$ cat src/rtl/av2_tile_sequencer_if.sv
// Tile-decoder bus of av2_tile_sequencer.
// master (sequencer) drives the launch pulse and the clipped tile geometry.
// slave (tile decoder) returns the completion pulse and its reconstruction write strobe.
interface av2_tile_sequencer_if;
  logic        tile_start;
  logic [15:0] tile_x;
  logic [15:0] tile_y;
  logic [15:0] tile_w;
  logic [15:0] tile_h;
  logic        tile_done;
  logic        recon_wr_en;

  modport master (
    output tile_start, tile_x, tile_y, tile_w, tile_h,
    input  tile_done, recon_wr_en
  );

  modport slave (
    input  tile_start, tile_x, tile_y, tile_w, tile_h,
    output tile_done, recon_wr_en
  );
endinterface

$ cat src/rtl/av2_tile_sequencer.sv
// av2_tile_sequencer: walks one tile decoder across a frame in raster tile order.
// It issues one start pulse per tile with the clipped origin and size, counts
// reconstruction writes per tile and per frame, and reports completion or error.
// Optional build macro AV2_TILE_SEQ_WDOG_EN adds the per-tile watchdog
// (RUN -> ERR after TIMEOUT_CYCLES cycles without tile_done).
module av2_tile_sequencer #(
  parameter int unsigned TILE_LOG2      = 6,
  parameter int unsigned TIMEOUT_CYCLES = 1000000,
  parameter int unsigned CNT_W          = 32
) (
  input  logic                  clk,
  input  logic                  rst,
  input  logic                  frame_start,
  input  logic [15:0]           frame_width,
  input  logic [15:0]           frame_height,
  output logic                  busy,
  output logic                  frame_done,
  output logic                  frame_error,
  output logic [15:0]           err_tile_idx,
  av2_tile_sequencer_if.master  tile_bus,
  output logic [CNT_W-1:0]      tile_wr_count,
  output logic [CNT_W-1:0]      frame_wr_count,
  output logic [15:0]           tiles_done
);

  localparam logic [16:0] TILE = 17'd1 << TILE_LOG2;

  typedef enum logic [2:0] {IDLE, LAUNCH, RUN, DONE, ERR} state_t;

  state_t      state;
  logic [15:0] width_q;
  logic [15:0] height_q;
  logic [15:0] col;
  logic [15:0] row;
  logic [15:0] tile_idx;
  logic        start_pulse;
  logic [15:0] cur_x;
  logic [15:0] cur_y;
  logic [15:0] cur_w;
  logic [15:0] cur_h;
  logic [15:0] tiles_x;
  logic [15:0] tiles_y;
  logic [15:0] next_x;
  logic [15:0] next_y;
  logic        row_end;
  logic        last_tile;
`ifdef AV2_TILE_SEQ_WDOG_EN
  logic [31:0] wdog;
`endif

  assign tile_bus.tile_start = start_pulse;
  assign tile_bus.tile_x     = cur_x;
  assign tile_bus.tile_y     = cur_y;
  assign tile_bus.tile_w     = cur_w;
  assign tile_bus.tile_h     = cur_h;

  // Remaining extent from origin, capped at one tile edge.
  function automatic logic [15:0] clip(input logic [15:0] size, input logic [15:0] origin);
    logic [16:0] rem;
    rem = {1'b0, size} - {1'b0, origin};
    return (rem > TILE) ? TILE[15:0] : rem[15:0];
  endfunction

  function automatic logic [CNT_W-1:0] sat_inc(input logic [CNT_W-1:0] c);
    return (&c) ? c : c + CNT_W'(1);
  endfunction

  // Tile grid size (ceil by add-and-shift) and raster advance of the origin.
  always_comb begin
    logic [16:0] span_x;
    logic [16:0] span_y;
    span_x    = {1'b0, width_q} + TILE - 17'd1;
    span_y    = {1'b0, height_q} + TILE - 17'd1;
    tiles_x   = 16'(span_x >> TILE_LOG2);
    tiles_y   = 16'(span_y >> TILE_LOG2);
    row_end   = (col == tiles_x - 16'd1);
    last_tile = row_end && (row == tiles_y - 16'd1);
    next_x    = cur_x + TILE[15:0];
    next_y    = cur_y;
    if (row_end) begin
      next_x = '0;
      next_y = cur_y + TILE[15:0];
    end
  end

  // Frame state machine with registered outputs and write counters.
  always_ff @(posedge clk) begin
    if (rst) begin
      state          <= IDLE;
      width_q        <= '0;
      height_q       <= '0;
      col            <= '0;
      row            <= '0;
      tile_idx       <= '0;
      start_pulse    <= 1'b0;
      cur_x          <= '0;
      cur_y          <= '0;
      cur_w          <= '0;
      cur_h          <= '0;
      busy           <= 1'b0;
      frame_done     <= 1'b0;
      frame_error    <= 1'b0;
      err_tile_idx   <= '0;
      tile_wr_count  <= '0;
      frame_wr_count <= '0;
      tiles_done     <= '0;
`ifdef AV2_TILE_SEQ_WDOG_EN
      wdog           <= '0;
`endif
    end else begin
      start_pulse <= 1'b0;
      frame_done  <= 1'b0;
      frame_error <= 1'b0;

      if ((state == LAUNCH || state == RUN) && tile_bus.recon_wr_en)
        frame_wr_count <= sat_inc(frame_wr_count);

      unique case (state)
        IDLE: begin
          if (frame_start) begin
            width_q        <= frame_width;
            height_q       <= frame_height;
            col            <= '0;
            row            <= '0;
            tile_idx       <= '0;
            cur_x          <= '0;
            cur_y          <= '0;
            tiles_done     <= '0;
            tile_wr_count  <= '0;
            frame_wr_count <= '0;
            err_tile_idx   <= '0;
            busy           <= 1'b1;
            if (frame_width == '0 || frame_height == '0) begin
              state       <= ERR;
              frame_error <= 1'b1;
            end else begin
              state       <= LAUNCH;
              start_pulse <= 1'b1;
              cur_w       <= clip(frame_width, '0);
              cur_h       <= clip(frame_height, '0);
            end
          end
        end
        LAUNCH: begin
          // The launch cycle itself already counts a write strobe.
          tile_wr_count <= tile_bus.recon_wr_en ? CNT_W'(1) : '0;
`ifdef AV2_TILE_SEQ_WDOG_EN
          wdog          <= '0;
`endif
          state         <= RUN;
        end
        RUN: begin
          if (tile_bus.recon_wr_en)
            tile_wr_count <= sat_inc(tile_wr_count);
`ifdef AV2_TILE_SEQ_WDOG_EN
          wdog <= wdog + 32'd1;
`endif
          if (tile_bus.tile_done) begin
            tiles_done <= tiles_done + 16'd1;
            if (last_tile) begin
              state      <= DONE;
              frame_done <= 1'b1;
            end else begin
              state       <= LAUNCH;
              start_pulse <= 1'b1;
              tile_idx    <= tile_idx + 16'd1;
              cur_x       <= next_x;
              cur_y       <= next_y;
              cur_w       <= clip(width_q, next_x);
              cur_h       <= clip(height_q, next_y);
              col         <= row_end ? '0 : col + 16'd1;
              row         <= row_end ? row + 16'd1 : row;
            end
          end
`ifdef AV2_TILE_SEQ_WDOG_EN
          else if (wdog == 32'(TIMEOUT_CYCLES - 1)) begin
            state        <= ERR;
            frame_error  <= 1'b1;
            err_tile_idx <= tile_idx;
          end
`endif
        end
        DONE: begin
          state <= IDLE;
          busy  <= 1'b0;
        end
        ERR: begin
          state <= IDLE;
          busy  <= 1'b0;
        end
        default: begin
          state <= IDLE;
          busy  <= 1'b0;
        end
      endcase
    end
  end

endmodule

$ cat src/flat_wrapper.sv
// flat-port wrapper written by rule: the top's interface ports become plain ports
module av2_tile_sequencer_flat 
#(
  parameter int unsigned TILE_LOG2      = 6,
  parameter int unsigned TIMEOUT_CYCLES = 1000000,
  parameter int unsigned CNT_W          = 32
)
  (clk, rst, frame_start, frame_width, frame_height, busy, frame_done, frame_error, err_tile_idx, tile_wr_count, frame_wr_count, tiles_done, tile_bus_tile_start, tile_bus_tile_x, tile_bus_tile_y, tile_bus_tile_w, tile_bus_tile_h, tile_bus_tile_done, tile_bus_recon_wr_en);
  av2_tile_sequencer_if tile_bus_i ();
  input  logic clk;
  input  logic rst;
  input  logic frame_start;
  input  logic [15:0] frame_width;
  input  logic [15:0] frame_height;
  output logic busy;
  output logic frame_done;
  output logic frame_error;
  output logic [15:0] err_tile_idx;
  output logic [CNT_W-1:0] tile_wr_count;
  output logic [CNT_W-1:0] frame_wr_count;
  output logic [15:0] tiles_done;
  output wire logic [$bits(tile_bus_i.tile_start)-1:0] tile_bus_tile_start;
  output wire logic [$bits(tile_bus_i.tile_x)-1:0] tile_bus_tile_x;
  output wire logic [$bits(tile_bus_i.tile_y)-1:0] tile_bus_tile_y;
  output wire logic [$bits(tile_bus_i.tile_w)-1:0] tile_bus_tile_w;
  output wire logic [$bits(tile_bus_i.tile_h)-1:0] tile_bus_tile_h;
  input wire logic [$bits(tile_bus_i.tile_done)-1:0] tile_bus_tile_done;
  input wire logic [$bits(tile_bus_i.recon_wr_en)-1:0] tile_bus_recon_wr_en;
  assign tile_bus_tile_start = tile_bus_i.tile_start;
  assign tile_bus_tile_x = tile_bus_i.tile_x;
  assign tile_bus_tile_y = tile_bus_i.tile_y;
  assign tile_bus_tile_w = tile_bus_i.tile_w;
  assign tile_bus_tile_h = tile_bus_i.tile_h;
  assign tile_bus_i.tile_done = tile_bus_tile_done;
  assign tile_bus_i.recon_wr_en = tile_bus_recon_wr_en;
  av2_tile_sequencer #(.TILE_LOG2(TILE_LOG2), .TIMEOUT_CYCLES(TIMEOUT_CYCLES), .CNT_W(CNT_W)) u_core (.clk(clk), .rst(rst), .frame_start(frame_start), .frame_width(frame_width), .frame_height(frame_height), .busy(busy), .frame_done(frame_done), .frame_error(frame_error), .err_tile_idx(err_tile_idx), .tile_bus(tile_bus_i), .tile_wr_count(tile_wr_count), .frame_wr_count(frame_wr_count), .tiles_done(tiles_done));
endmodule
$ cat config.mk
export PLATFORM = sky130hd
export DESIGN_NAME = av2_tile_sequencer_flat
export DESIGN_NICKNAME = d
export VERILOG_FILES = /design/src/rtl/av2_tile_sequencer_if.sv /design/src/rtl/av2_tile_sequencer.sv /design/src/flat_wrapper.sv
export SDC_FILE = /design/constraint.sdc
export NUM_CORES = 1
export LEC_CHECK = 0
export CORE_AREA = 2 2 192 194
export DETAILED_ROUTE_END_ITERATION = 10
export DIE_AREA = 0 0 194 196
export HOLD_SLACK_MARGIN = 0.12
export SLEW_MARGIN = 10
export SYNTH_ARGS = -nofsm -noshare
export SYNTH_HDL_FRONTEND = slang
export SYNTH_SLANG_ARGS = --single-unit
$ cat constraint.sdc
create_clock -name clk -period 11.85 [get_ports clk]
set_clock_uncertainty 0.05 [all_clocks]
set_input_delay 1.185 -clock clk [delete_from_list [all_inputs] [get_ports clk]]
set_output_delay 1.185 -clock clk [all_outputs]
set_load 0.02 [all_outputs]
==> results of run 1 <==
## stage by stage
stage	setup slack, ns	std cells	power (mW)	instance area, sq um	util (%)
floorplan	5.89	1596	0.996	12500	-
global placement	5.78	2148	1.08	14400	40.0
detailed placement	5.48	2148	1.08	14400	40.0
CTS	5.48	2193	1.86	15200	42.2
global route	4.89	2194	1.93	15200	42.2
finish	5.43	2194	1.84	15200	42.2
## state kept, by name (all words and copies together) (netlist names), 16 cells and up
name,count
u_core.row,16
u_core.tile_wr_count,32
u_core.height_q,16
u_core.width_q,16
u_core.tile_bus.tile_x,16
u_core.tile_bus.tile_h,16
u_core.tiles_done,16
u_core.frame_wr_count,32
u_core.col,16
u_core.tile_bus.tile_w,16
## cell usage after synthesis (all sizes together), types with 25 or more instances
library cell  instances
nand4                39
o21ai                59
or3                  25
xnor2                60
nor3                 53
clkbuf               65
nand2               194
and3                 52
dfxtp               209
nor4                 26
xor2                 61
ha                   37
buf                  43
nand3                55
a21oi               120
inv                  37
nor2                157
## worst paths after layout
check / startpoint / endpoint / cells after the start
max: u_core.width_q[5] / u_core.tile_bus.tile_w[3] / 24
min: u_core.tile_bus.tile_w[0] / u_core.tile_bus.tile_w[0] / 2
max reg2reg: u_core.width_q[5] / u_core.tile_bus.tile_w[3] / 24
min reg2reg: u_core.tile_bus.tile_w[0] / u_core.tile_bus.tile_w[0] / 2
## layout make-up
| cell class | instances | share of cell area, % |
|---|---|---|
| tap | 468 | 3.84 |
| antenna | 1 | 0.0164 |
| clock buffer | 31 | 4.45 |
| clock inverter | 14 | 0.870 |
| timing repair buffer | 192 | 12.4 |
| multi-input combinational | 1242 | 50.1 |
| sequential | 209 | 27.5 |
| inverter | 37 | 0.911 |
## logic make-up (layout without fill, tap and decap cells)
logic type / after synthesis / after routing / synth area share, %
adders and majority gates: 39 / 39 / 3.98
buffers and inverters: 145 / 274 / 5.42
AOI/OAI and AO/OA: 337 / 337 / 17.8
DFF: 209 / 209 / 33.7
and+or+nand+nor: 707 / 707 / 29.2
other: 2 / 25 / 0.0606
muxes: 13 / 13 / 1.06
xor gates and xnor gates: 122 / 122 / 8.73
## report_power, final
part / total [mW] / switching [mW] / internal [mW] / leakage [nW]
logic: 0.330 / 0.201 / 0.129 / 3.25
registers: 0.742 / 0.0258 / 0.716 / 1.69
clock network: 0.772 / 0.322 / 0.450 / 0.402
total: 1.84 / 0.549 / 1.29 / 5.34
## worst max-delay path: stages (launching register included)
cell and delay (ns):
dfxtp_1 0.36, or4_4 0.59, o21ai_2 0.22, xor2_1 0.11, ha_1 0.34, nand4b_1 0.22
a2111oi_0 0.51, nand3_1 0.21, and3_1 0.25, nor2_1 0.17, or4b_1 0.13, buf_4 0.31
and2_1 0.18, ha_1 0.16, inv_1 0.06, fa_1 0.40, a21o_1 0.19, a22o_1 0.23
o311ai_0 0.38, a21oi_1 0.18, o31ai_1 0.25, mux2i_1 0.13, and4b_1 0.28, a221oi_1 0.28
nor3_1 0.08
## per-layer routing
layer  up-vias  part of all wire [%]  wire [um]
met2       244                    49      18400
li1       5894                     -          -
met3        45                   4.2       1600
met5         -                     0          0
met1      5658                    45      16900
met4         0                   2.3        852
==> run metrics, run 1 <==
status completed; critical path required time 12.18 ns; asr flop ratio synth 0%; setup TNS 0 ns; CTS tree done; crit path capture type register; Layout area overhead 22.9%; pin slew with the least headroom to its limit 1.05 ns; Post-Syn Instances 1,574; Synth Area per Inst 7.88 sq um; Max Buffers Root-to-Sink 3; critical path peak fanout 24; port bufs 178; global-route wire length before repair 60,900 um; met1 GRT Util 24.8%; Fin. Hold Viols 0; DR WL/cell 17.2 um; largest net degree at the start of global routing 88; total grt overflow 0; Yosys top cell area share 33.7%; final slew viol count 0; HP Class reg -> reg; register bit total from synthesis 209; HPWL after DPL 27,200 um; Nets 1,782; die width 194 um; DRT antenna net count 0; Resize count post-CTS 0; Pwr Density 121 nW/um^2; gpl congestion 0.859; met3 usage 2.17%; synth unique cells 90; # rows 70; routed vias 11,800; Worst R2R Setup Slack 5.43 ns; number of CTS-inserted buffers 25; setup violators final 0; Hold Slack 0.423 ns; Lkg Pwr 5.34 nW; Sequential Area 4180 sq um; Max rail drop VDD 78.5 uV; most common cell after layout, fill and taps aside dfxtp_1; CORE AREA 36,100 sq um; vias in the first global route 11,300; top cell type by total area after synthesis dfxtp_1; CTS Sinks 209; clock slew at reported path FFs 0.06 ns; GRT met2 Usage 33.8%; top_reg_cell synth dfxtp_1; initial core utilization 34.4%; Final min period 6.42 ns; hold-fix buffers at CTS 0; antenna violations before repair 1; gr usage total 19.2%; Post-synth EDFFs 0; multi-input logic area 7630 sq um; IO Count 201; DRT Pass-1 Iters 6; leading cell types in the layout, fill and taps excluded dfxtp_1 (209), nand2_1 (193), clkdlybuf4s50_1 (177); layout cells sized above 1 5.68%; sequential element share of the synthesized area 33.7%; Root Buffer clkbuf_16; Post-CTS Setup Bufs 0; worst skew pair latency 0.55 ns; drt total wl 37,700 um; Area contributors post-synth dfxtp_1 (34%), nand2_1 (5.9%), a21oi_1 (4.8%), nor2_1 (4.7%), xor2_1 (4.3%); Rel. slew slack 29.6%; H-tree depth 1; DRC viols 0; YS warnings 0; Worst setup SP type register; DRT iter0 DRCs 882; Fmax achieved 156 MHz; die footprint 38,000 sq um; DR vias/cell 5.40; part of the cycle the worst path needs 54.2%; critical path class reg -> reg; # fillers 3,618; Post-Synthesis Cell Area 12,400 sq um; Die Y 196 um; Worst EP arrival 6.75 ns; max_cap viols 0; unrepaired setup endpoints after global routing no; grt peak-use layer met2
(Power assumes the default switching activity.)
==> inputs of run 2 (changes only) <==
- clock period: 11.85 -> 6.1 ns (I/O delays scaled with it)
==> run metrics, run 2 (same netlist as run 1, synthesis figures left out) <==
status completed; uppermost layer routed met4; max_cap viols 0; CTS tree done; crit path capture type register; hold path depth 2; DR WL/cell 17.5 um; Pwr Density 239 nW/um^2; port bufs 178; die width 194 um; DRT iter0 DRCs 726; Rel. slew slack 28.7%; pin slew with the least headroom to its limit 1.07 ns; initial core utilization 34.4%; part of the cycle the worst path needs 96.2%; Layout area overhead 25.6%; DRT antenna net count 0; Die Y 196 um; DRT Pass-1 Iters 5; vias in the first global route 11,300; global-route wire length before repair 61,400 um; critical path class reg -> reg; Finished Cell Area 15,600 sq um; most common cell after layout, fill and taps aside dfxtp_1; HPWL after DPL 28,200 um; Max rail drop VDD 200 uV; final slew viol count 0; setup violators final 0; unrepaired setup endpoints after global routing yes; critical path peak fanout 18; leading cell types in the layout, fill and taps excluded dfxtp_1 (209), nand2_1 (193), clkdlybuf4s50_1 (177); DR vias/cell 5.46; Fin. Hold Viols 0; DRC viols 0; Max Buffers Root-to-Sink 3; gr usage total 19.5%; Worst EP arrival 6.20 ns; Final min period 5.87 ns; worst skew pair latency 0.54 ns; layout cells sized above 1 7.93%; cells on worst reg2reg path 22; placed instance count 2,161; clock slew at reported path FFs 0.06 ns; Nets 1,797; gpl congestion 0.936; H-tree depth 1; met2 wire length 19,100 um; die footprint 38,000 sq um; antenna violations before repair 1; Worst setup SP type register; largest registers u_core.frame_wr_count: 32 flops, u_core.tile_wr_count: 32 flops; number of CTS-inserted buffers 26; total grt overflow 0; DP Area 14,500 sq um; # rows 70; Layout Cells excl Fill 2,210; routed vias 12,100; hold-fix buffers at CTS 0; HP Class in -> reg; largest net degree at the start of global routing 89; drt total wl 38,600 um; CTS Sinks 209; Lkg Pwr 5.50 nW; Root Buffer clkbuf_16; WL met3 1330 um; IO Count 201; DRT met1 WL 16,900 um; critical path required time 6.43 ns; CORE AREA 36,100 sq um; Fmax achieved 170 MHz
-- run 2: cell types whose count changed in the layout (fill, tap and decap cells not counted), sizes merged --
cell	before	now
clkbuf	31	35
buf	15	29
inv	38	37
clkinvlp	2	1
-- run 2: worst paths after layout --
kind	start	to	slack (ns)
hold / removal	rst	u_core.tile_wr_count[1]	0.25
setup reg to reg	u_core.width_q[0]	u_core.tile_bus.tile_w[5]	0.23
hold reg to reg	u_core.tile_bus.tile_h[6]	u_core.tile_bus.tile_h[6]	0.42
setup / recovery	u_core.width_q[0]	u_core.tile_bus.tile_w[5]	0.23
-- run 2: repair_timing --
item                                    in CTS  in global routing
gates resized for setup                      0                 28
endpoints found under the setup margin       0                 14
buffers inserted                             0                  1
-- run 2: stage by stage --
stage	worst slack (ns)	utilization (%)	TNS, ns	power (mW)	hold slack, ns
after global placement	0.120	40.3	0	2.12	0.401
after detailed placement	0.0399	40.3	0	2.12	0.408
after floorplan	0.141	-	0	1.93	0.413
after global routing	-0.0311	43.1	-0.127	3.89	0.237
after CTS	0.0203	42.8	0	3.72	0.216
final	0.231	43.1	0	3.72	0.248
-- run 2: worst max-delay path, stage by stage, from the launching register on --
cell and delay, ns:
dfxtp_1 0.35, or4_4 0.57, o21ai_4 0.19, xor2_1 0.19
ha_1 0.19, buf_4 0.18, xnor3_1 0.27, a211oi_2 0.28
nor3b_2 0.20, o2111a_1 0.21, or4b_4 0.48, buf_8 0.17
nand2_1 0.08, ha_1 0.27, a21o_1 0.23, a22o_1 0.32
o311ai_2 0.34, a21oi_2 0.11, o31ai_1 0.20, mux2i_1 0.13
and4b_2 0.31, a221oi_1 0.29, nor3_1 0.08
-- run 2: power breakdown --
group | total (mW) | switching, mW | leakage [nW] | internal, mW
registers | 1.44 | 0.0449 | 1.69 | 1.39
clock network | 1.59 | 0.631 | 0.446 | 0.961
logic | 0.692 | 0.416 | 3.37 | 0.276
-- run 2: area by class of cell --
cell class | count | area (sq um)
diodes | 1 | 2.50
flip-flops and latches | 209 | 4180
inverters | 37 | 139
multi-input cells | 1242 | 7760
repair buffers | 206 | 2010
well taps | 468 | 586
clock inverters | 12 | 128
fillers | 3600 | 20500
clock buffers | 35 | 764
-- run 2: metal layers --
metal  GRT usage, %  vias up
li1               -     5938
met1           24.7     5820
met2           34.5      250
met3           2.13       68
met4           6.29        0
met5              0        -
==> inputs of run 3 (changes only) <==
- CELL_PAD_IN_SITES_DETAIL_PLACEMENT: not set -> 0
- CELL_PAD_IN_SITES_GLOBAL_PLACEMENT: not set -> 1
- CORE_AREA: 2 2 192 194 -> 8 8 198 200
- DIE_AREA: 0 0 194 196 -> 0 0 206 208
- PLACE_DENSITY_LB_ADDON: not set -> 0.1
==> run metrics, run 3 (same netlist as run 1, synthesis figures left out) <==
Worst EP arrival 6.26 ns; critical path required time 6.51 ns; Worst R2R Setup Slack 0.26 ns; Final min period 5.84 ns; CTS Sinks 209; H-tree depth 1; layout cells sized above 1 6.80%; initial core utilization 34.4%; Lkg Pwr 5.43 nW; critical path class reg -> reg; vias in the first global route 11,400; leading cell types in the layout, fill and taps excluded dfxtp_1 (209), nand2_1 (193), clkdlybuf4s50_1 (177); Worst setup SP type register; Fmax achieved 171 MHz; Pwr Density 234 nW/um^2; gpl congestion 0.891; worst skew pair latency 0.55 ns; pin slew with the least headroom to its limit 1.06 ns; DRC viols 0; gr usage total 18.6%; Antenna Cells 0; HP Class in -> reg; global-route wire length before repair 65,100 um; most common cell after layout, fill and taps aside dfxtp_1; GRT met2 Usage 31.7%; die width 206 um; final slew viol count 0; antenna violations before repair 0; number of CTS-inserted buffers 26; drt total wl 41,000 um; setup violators final 0; part of the cycle the worst path needs 95.8%; IO Count 201; Nets 1,793; Root Buffer clkbuf_16; Worst Slack Setup Final 0.257 ns; status completed; DP Area 14,500 sq um; HPWL after DPL 29,900 um; routed vias 11,800; CORE AREA 36,100 sq um; CTS tree done; Fin. Hold Viols 0; Layout area overhead 24.5%; max_cap viols 0; unrepaired setup endpoints after global routing yes; port bufs 178; total grt overflow 0; Max rail drop VDD 198 uV; critical path peak fanout 18; met3 usage 2.78%; Finished Cell Area 15,400 sq um; clock slew at reported path FFs 0.06 ns; Total Power 3.61 mW; DRT iter0 DRCs 595; crit path capture type register; Max Buffers Root-to-Sink 3; hold-fix buffers at CTS 0; DRT antenna net count 0; pre-CTS WS 0.0411 ns; grt peak-use layer met2; DR vias/cell 5.36; DRT Pass-1 Iters 5; DR WL/cell 18.6 um; die footprint 42,800 sq um; # rows 70; met1 GRT Util 24.3%; Hold Slack 0.399 ns; largest net degree at the start of global routing 69; Layout Cells excl Fill 2,203; placed instance count 2,158; largest registers u_core.frame_wr_count: 32 flops, u_core.tile_wr_count: 32 flops; Die Y 208 um; Rel. slew slack 29.2%
[run 3: final timing paths]
check                            start                   endpoint  cells after the start
max                  u_core.width_q[5]  u_core.tile_bus.tile_w[5]                     21
max reg2reg          u_core.width_q[5]  u_core.tile_bus.tile_w[5]                     21
min reg2reg  u_core.tile_bus.tile_h[6]  u_core.tile_bus.tile_h[6]                      2
min                                rst    u_core.tile_wr_count[0]                      2
[run 3: layer usage]
| layer | wire length [um] | up-vias |
|---|---|---|
| met5 | 0 | - |
| met1 | 18400 | 5625 |
| met3 | 1960 | 39 |
| met2 | 20000 | 217 |
| met4 | 691 | 0 |
| li1 | - | 5924 |
[run 3: power breakdown]
group          internal (mW)  switching (mW)
Sequential              1.39          0.0472
Clock                  0.876           0.609
Combinational          0.269           0.413
Total                   2.54            1.07
[run 3: timing repair]
| item | CTS | global route |
|---|---|---|
| pin swaps | 0 | 1 |
| setup buffers | 0 | 0 |
| endpoints found under the hold margin | 0 | 0 |
| endpoints found under the setup margin | 1 | 14 |
| gates resized for setup | 1 | 20 |
[run 3: worst max-delay path: stages (launching register included)]
cell	delay (ns)
dfxtp_1	0.31
or4_4	0.58
o21ai_4	0.18
xor2_1	0.17
ha_1	0.18
buf_4	0.18
xnor3_1	0.25
a211oi_2	0.26
nor3b_2	0.25
o2111a_1	0.23
or4b_4	0.49
buf_6	0.18
and2_1	0.16
ha_1	0.20
inv_1	0.07
fa_1	0.42
nand3b_1	0.19
o41ai_1	0.52
nand4_1	0.15
and4b_1	0.41
a221oi_1	0.13
nor3_1	0.21
[run 3: final cells by class]
type | instances | area [sq um]
clock buffers | 40 | 783
clock inverters | 5 | 36.3
fillers | 3679 | 20600
inverters | 37 | 139
multi-input cells | 1242 | 7740
flip-flops and latches | 209 | 4180
well taps | 468 | 586
repair buffers | 202 | 1980
[run 3: per-stage QoR]
step	util, %	TNS, ns
floorplan	-	0
global placement	40.2	0
detailed placement	40.2	0
CTS	42.5	0
global route	42.8	-0.0334
finish	42.8	0
==> RTL change 1 (config.mk and constraints of run 3) <==
Add a define of `AV2_TILE_SEQ_WDOG_EN`.
--- a/src/rtl/av2_tile_sequencer.sv
+++ b/src/rtl/av2_tile_sequencer.sv
@@ -5,2 +5,4 @@
 // (RUN -> ERR after TIMEOUT_CYCLES cycles without tile_done).
+`define AV2_TILE_SEQ_WDOG_EN
+
 module av2_tile_sequencer #(
Behaviour: no difference found for any inputs over 4 cycles, from zero or initial values and one cycle with rst high; that may be too few to reach the edited logic, so the function may still have changed.
==> RTL change 1 against run 3 <==
Final area up 22%; total power up 27%; synthesized area up 24%; maximum frequency down 1.5%; highest routed layer unchanged; wire length up 18%; setup slack worse by 92 ps; die area unchanged; largest cell class unchanged; sequential cell count up 64; via count up 24%.
==> RTL change 1: results <==
[status]
status = "finished, final reports clean"

[grt]
grt_max_degree = 79
grt_util_met1_pct = 30.14
grt_pass1_vias = 13790

[worst_hold_path]
min-delay-start = "u_core.err_tile_idx[8]$_SDFFE_PP0P_"
min_path_type = "reg -> reg"

[final_layout]
multi_input_area_share_pct = 49.64
clk_share_pct = 5.637
seqCellArea_um2 = 5466
reg_top3 = "u_core.frame_wr_count (32), u_core.tile_wr_count (32), u_core.wdog (32)"
multi_input_cells = 1494
final_nets = 2152
nClkBuffers = 44
n_fill_cell = 3504
n_all_buffers = 234

[place]
hpwl_mm = 34.95
post-place-cells = 2505
placed_cell_area_um2 = 17650
dp_slack_ps = 6.144

[route]
viasPerCell = 5.713
met1Wirelength_mm = 22.98

[setup_path]
worst_r2r_path_depth = 22
crit_path_max_fanout = 7

[logic_synthesis]
yosysSeqAreaShare_pct = 35.69
synthAdderAreaFrac_pct = 3.318
synthCells = 1905

[cts]
cts_sinks = 273

[sta]
max_slew_margin_pct = 15.40
## RTL change 1: cell types whose count changed in the layout (fill, tap and decap cells not counted), moves of 16 or more
| cell | change |
|---|---|
| dfxtp_1 | +63 |
| nand2_1 | +44 |
| a21oi_1 | +42 |
| nand3_1 | +40 |
| nor2_1 | +33 |
| buf_4 | +16 |
| clkdlybuf4s50_1 | +16 |
| conb_1 | -16 |
| mux2_2 | +16 |
## RTL change 1: critical path, stage by stage, from the launching register on
cell       delay (ps)
dfxtp_2           340
nor4_4            340
nand2_2           150
xnor2_2           180
ha_1              230
nand3b_1          240
a2111o_1          330
o31a_1            150
a2111oi_4         390
and4_4            290
nand2_2           100
buf_6             160
mux2i_4           190
ha_4              260
or3_1             400
a221oi_2          270
nand3_1           100
or4_1             420
or4_1             450
nor3_2            130
o311a_1           370
a211o_1           170
a21oi_1            60
==> RTL change 2 (settings of run 3) <==
Without the edit above. Add an input register stage for `frame_start`, `frame_width` and `frame_height`; this delays them by one clock. The other inputs are not delayed to match.
--- a/src/rtl/av2_tile_sequencer.sv
+++ b/src/rtl/av2_tile_sequencer.sv
@@ -29,2 +29,12 @@
 
+  logic frame_start_q;
+  logic [15:0] frame_width_q;
+  logic [15:0] frame_height_q;
+
+  always_ff @(posedge clk) begin
+    frame_start_q  <= frame_start;
+    frame_width_q  <= frame_width;
+    frame_height_q <= frame_height;
+  end
+
   state_t      state;
@@ -119,5 +129,5 @@
         IDLE: begin
-          if (frame_start) begin
-            width_q        <= frame_width;
-            height_q       <= frame_height;
+          if (frame_start_q) begin
+            width_q        <= frame_width_q;
+            height_q       <= frame_height_q;
             col            <= '0;
@@ -132,3 +142,3 @@
             busy           <= 1'b1;
-            if (frame_width == '0 || frame_height == '0) begin
+            if (frame_width_q == '0 || frame_height_q == '0) begin
               state       <= ERR;
@@ -138,4 +148,4 @@
               start_pulse <= 1'b1;
-              cur_w       <= clip(frame_width, '0);
-              cur_h       <= clip(frame_height, '0);
+              cur_w       <= clip(frame_width_q, '0);
+              cur_h       <= clip(frame_height_q, '0);
             end
Function: changed (a bounded check fails within 4 cycles, from zero or initial values and one cycle with rst high).
==> RTL change 2 against run 3 <==
Total power up 12%; wire length shrank 3.5%; via count decreased by 2.5%; largest cell class unchanged; clock power grew 17%; sequential cell count up 33; setup slack improved by 32 ps; largest power group unchanged; synthesized area up 2.1%; final area rose by 3.8%.
==> RTL change 2: results <==
[worst_hold_path]
min_path_type = "reg -> reg"
hold_end = "u_core.height_q[14]$_SDFFE_PP0P_"

[grt]
grt_use_total_pct = 17.65
grt_max_degree = 65
grt_first_pass_wirelength_mm = 62.16
grt_pass1_vias = 10910
antenna_found_initial = 1

[logic_synthesis]
synth.area.top_cells = "dfxtp_1 (38%), nand2_1 (5.3%), xor2_1 (4.4%), nor2_1 (4.3%), a21oi_1 (4.2%)"
yosysSeqAreaShare_pct = 38.28
yosysUniqueCellTypes = 83

[place]
globalplace.congestion = 0.8613
hpwl_mm = 29.15
placed_cell_area_um2 = 14920

[setup_path]
crit_path_max_fanout = 8
regToRegEndpoint = "u_core.tile_bus.tile_h[1]$_SDFFE_PP0P_"
slowest_delay_ps = 560
worst_r2r_path_depth = 25
rrSetupSlack_ps = 290
worst_ep_arrival_time_ps = 6240
worstReg2RegStart = "u_core.width_q[1]$_SDFFE_PP0P_"

[sta]
worstMarginPinSlew_ps = 1246

[route]
num_vias = 11510
route.detailed.wl_per_inst_um = 18.01
drt-pass1-iter-count = 4
first_iter_violations = 712

[power_and_ir_drop]
combPwrFrac_pct = 15.9
p_switching_mw = 1.129
vdd_drop_max_mv = 0.1987
power_leakage_nw = 5.670
switching_share_pct = 27.84
powerClk_mw = 1.74

[final_layout]
n_fill_cell = 3641
final_nets = 1781
drive_gt1_share_pct = 8.386

[status]
status = "finished, final reports clean"

[cts]
post_cts_resize_count = 2
cts_buffers = 29
cts_setup_buffers = 1
-- RTL change 2: cell types whose count changed after synthesis, moves of 9 or more --
cell      delta
dfxtp_1     +33
a31oi_1     +28
nor3b_1     +20
a21oi_1     -14
a221oi_1    -14
nand2_1     -14
nor3_1      -13
nor2_1      -12
or3_1       +12
and2_1      -10
and3_1       -9
clkbuf_1     -9
-- RTL change 2: per-stage QoR --
stage	cells	utilization [%]	hold slack, ps	setup WS, ps
2_1_floorplan	1550	-	381.5	34.19
3_3_place_gp	2136	41.35	392.3	-42.45
3_5_place_dp	2136	41.35	395.4	-230.4
4_1_cts	2191	44.07	391.7	20.47
5_1_grt	2198	44.43	408.4	-81.98
6_report	2198	44.43	397.1	289.3
-- RTL change 2: worst max path at each step --
| stage | startpoint | end | slack (ps) |
|---|---|---|---|
| after floorplan | u_core.width_q[0]$_SDFFE_PP0P_ | u_core.tile_bus.tile_w[6]$_SDFFE_PP0P_ | 30 |
| after global placement | u_core.width_q[0]$_SDFFE_PP0P_ | u_core.tile_bus.tile_w[5]$_SDFFE_PP0P_ | -40 |
| after detailed placement | u_core.width_q[0]$_SDFFE_PP0P_ | u_core.tile_bus.tile_w[5]$_SDFFE_PP0P_ | -230 |
| after CTS | u_core.width_q[0]$_SDFFE_PP0P_ | u_core.tile_bus.tile_w[5]$_SDFFE_PP0P_ | 20 |
| after global routing | u_core.width_q[1]$_SDFFE_PP0P_ | u_core.tile_bus.tile_h[0]$_SDFFE_PP0P_ | -80 |
| final | u_core.width_q[1]$_SDFFE_PP0P_ | u_core.tile_bus.tile_h[1]$_SDFFE_PP0P_ | 290 |
-- RTL change 2: cell type report --
cell class / instances / area [um^2] / share of cell area [%]
Multi-Input combinational cell: 1175 / 7405 / 46.18
Sequential cell: 242 / 4845 / 30.21
Timing Repair Buffer: 218 / 2083 / 12.99
Clock buffer: 43 / 848.3 / 5.291
Tap cell: 468 / 585.6 / 3.652
Inverter: 40 / 150.1 / 0.9364
Clock inverter: 11 / 115.1 / 0.7179
Antenna cell: 1 / 2.502 / 0.01561
-- RTL change 2: layer usage --
metal	vias to the layer above	global-route usage [%]	wire length (um)
met5	-	0	0
met4	0	4.211	823
met3	42	2.253	1553
met2	245	29.27	18740
met1	5433	23.94	18470
li1	5792	-	-
-- RTL change 2: kinds of logic (layout without fill, tap and decap cells) --
kind of cell / after synthesis / in the layout / share of synthesized area [%]
AO/OA/AOI/OAI: 302 / 302 / 15.56
XOR/XNOR: 122 / 122 / 8.611
flip-flops: 242 / 242 / 38.28
other: 2 / 25 / 0.05934
AND/OR/NAND/NOR: 667 / 667 / 27.00
buffers and inverters: 133 / 312 / 4.894
adder cells (fa/ha/maj): 38 / 38 / 3.816
multiplexers: 22 / 22 / 1.779
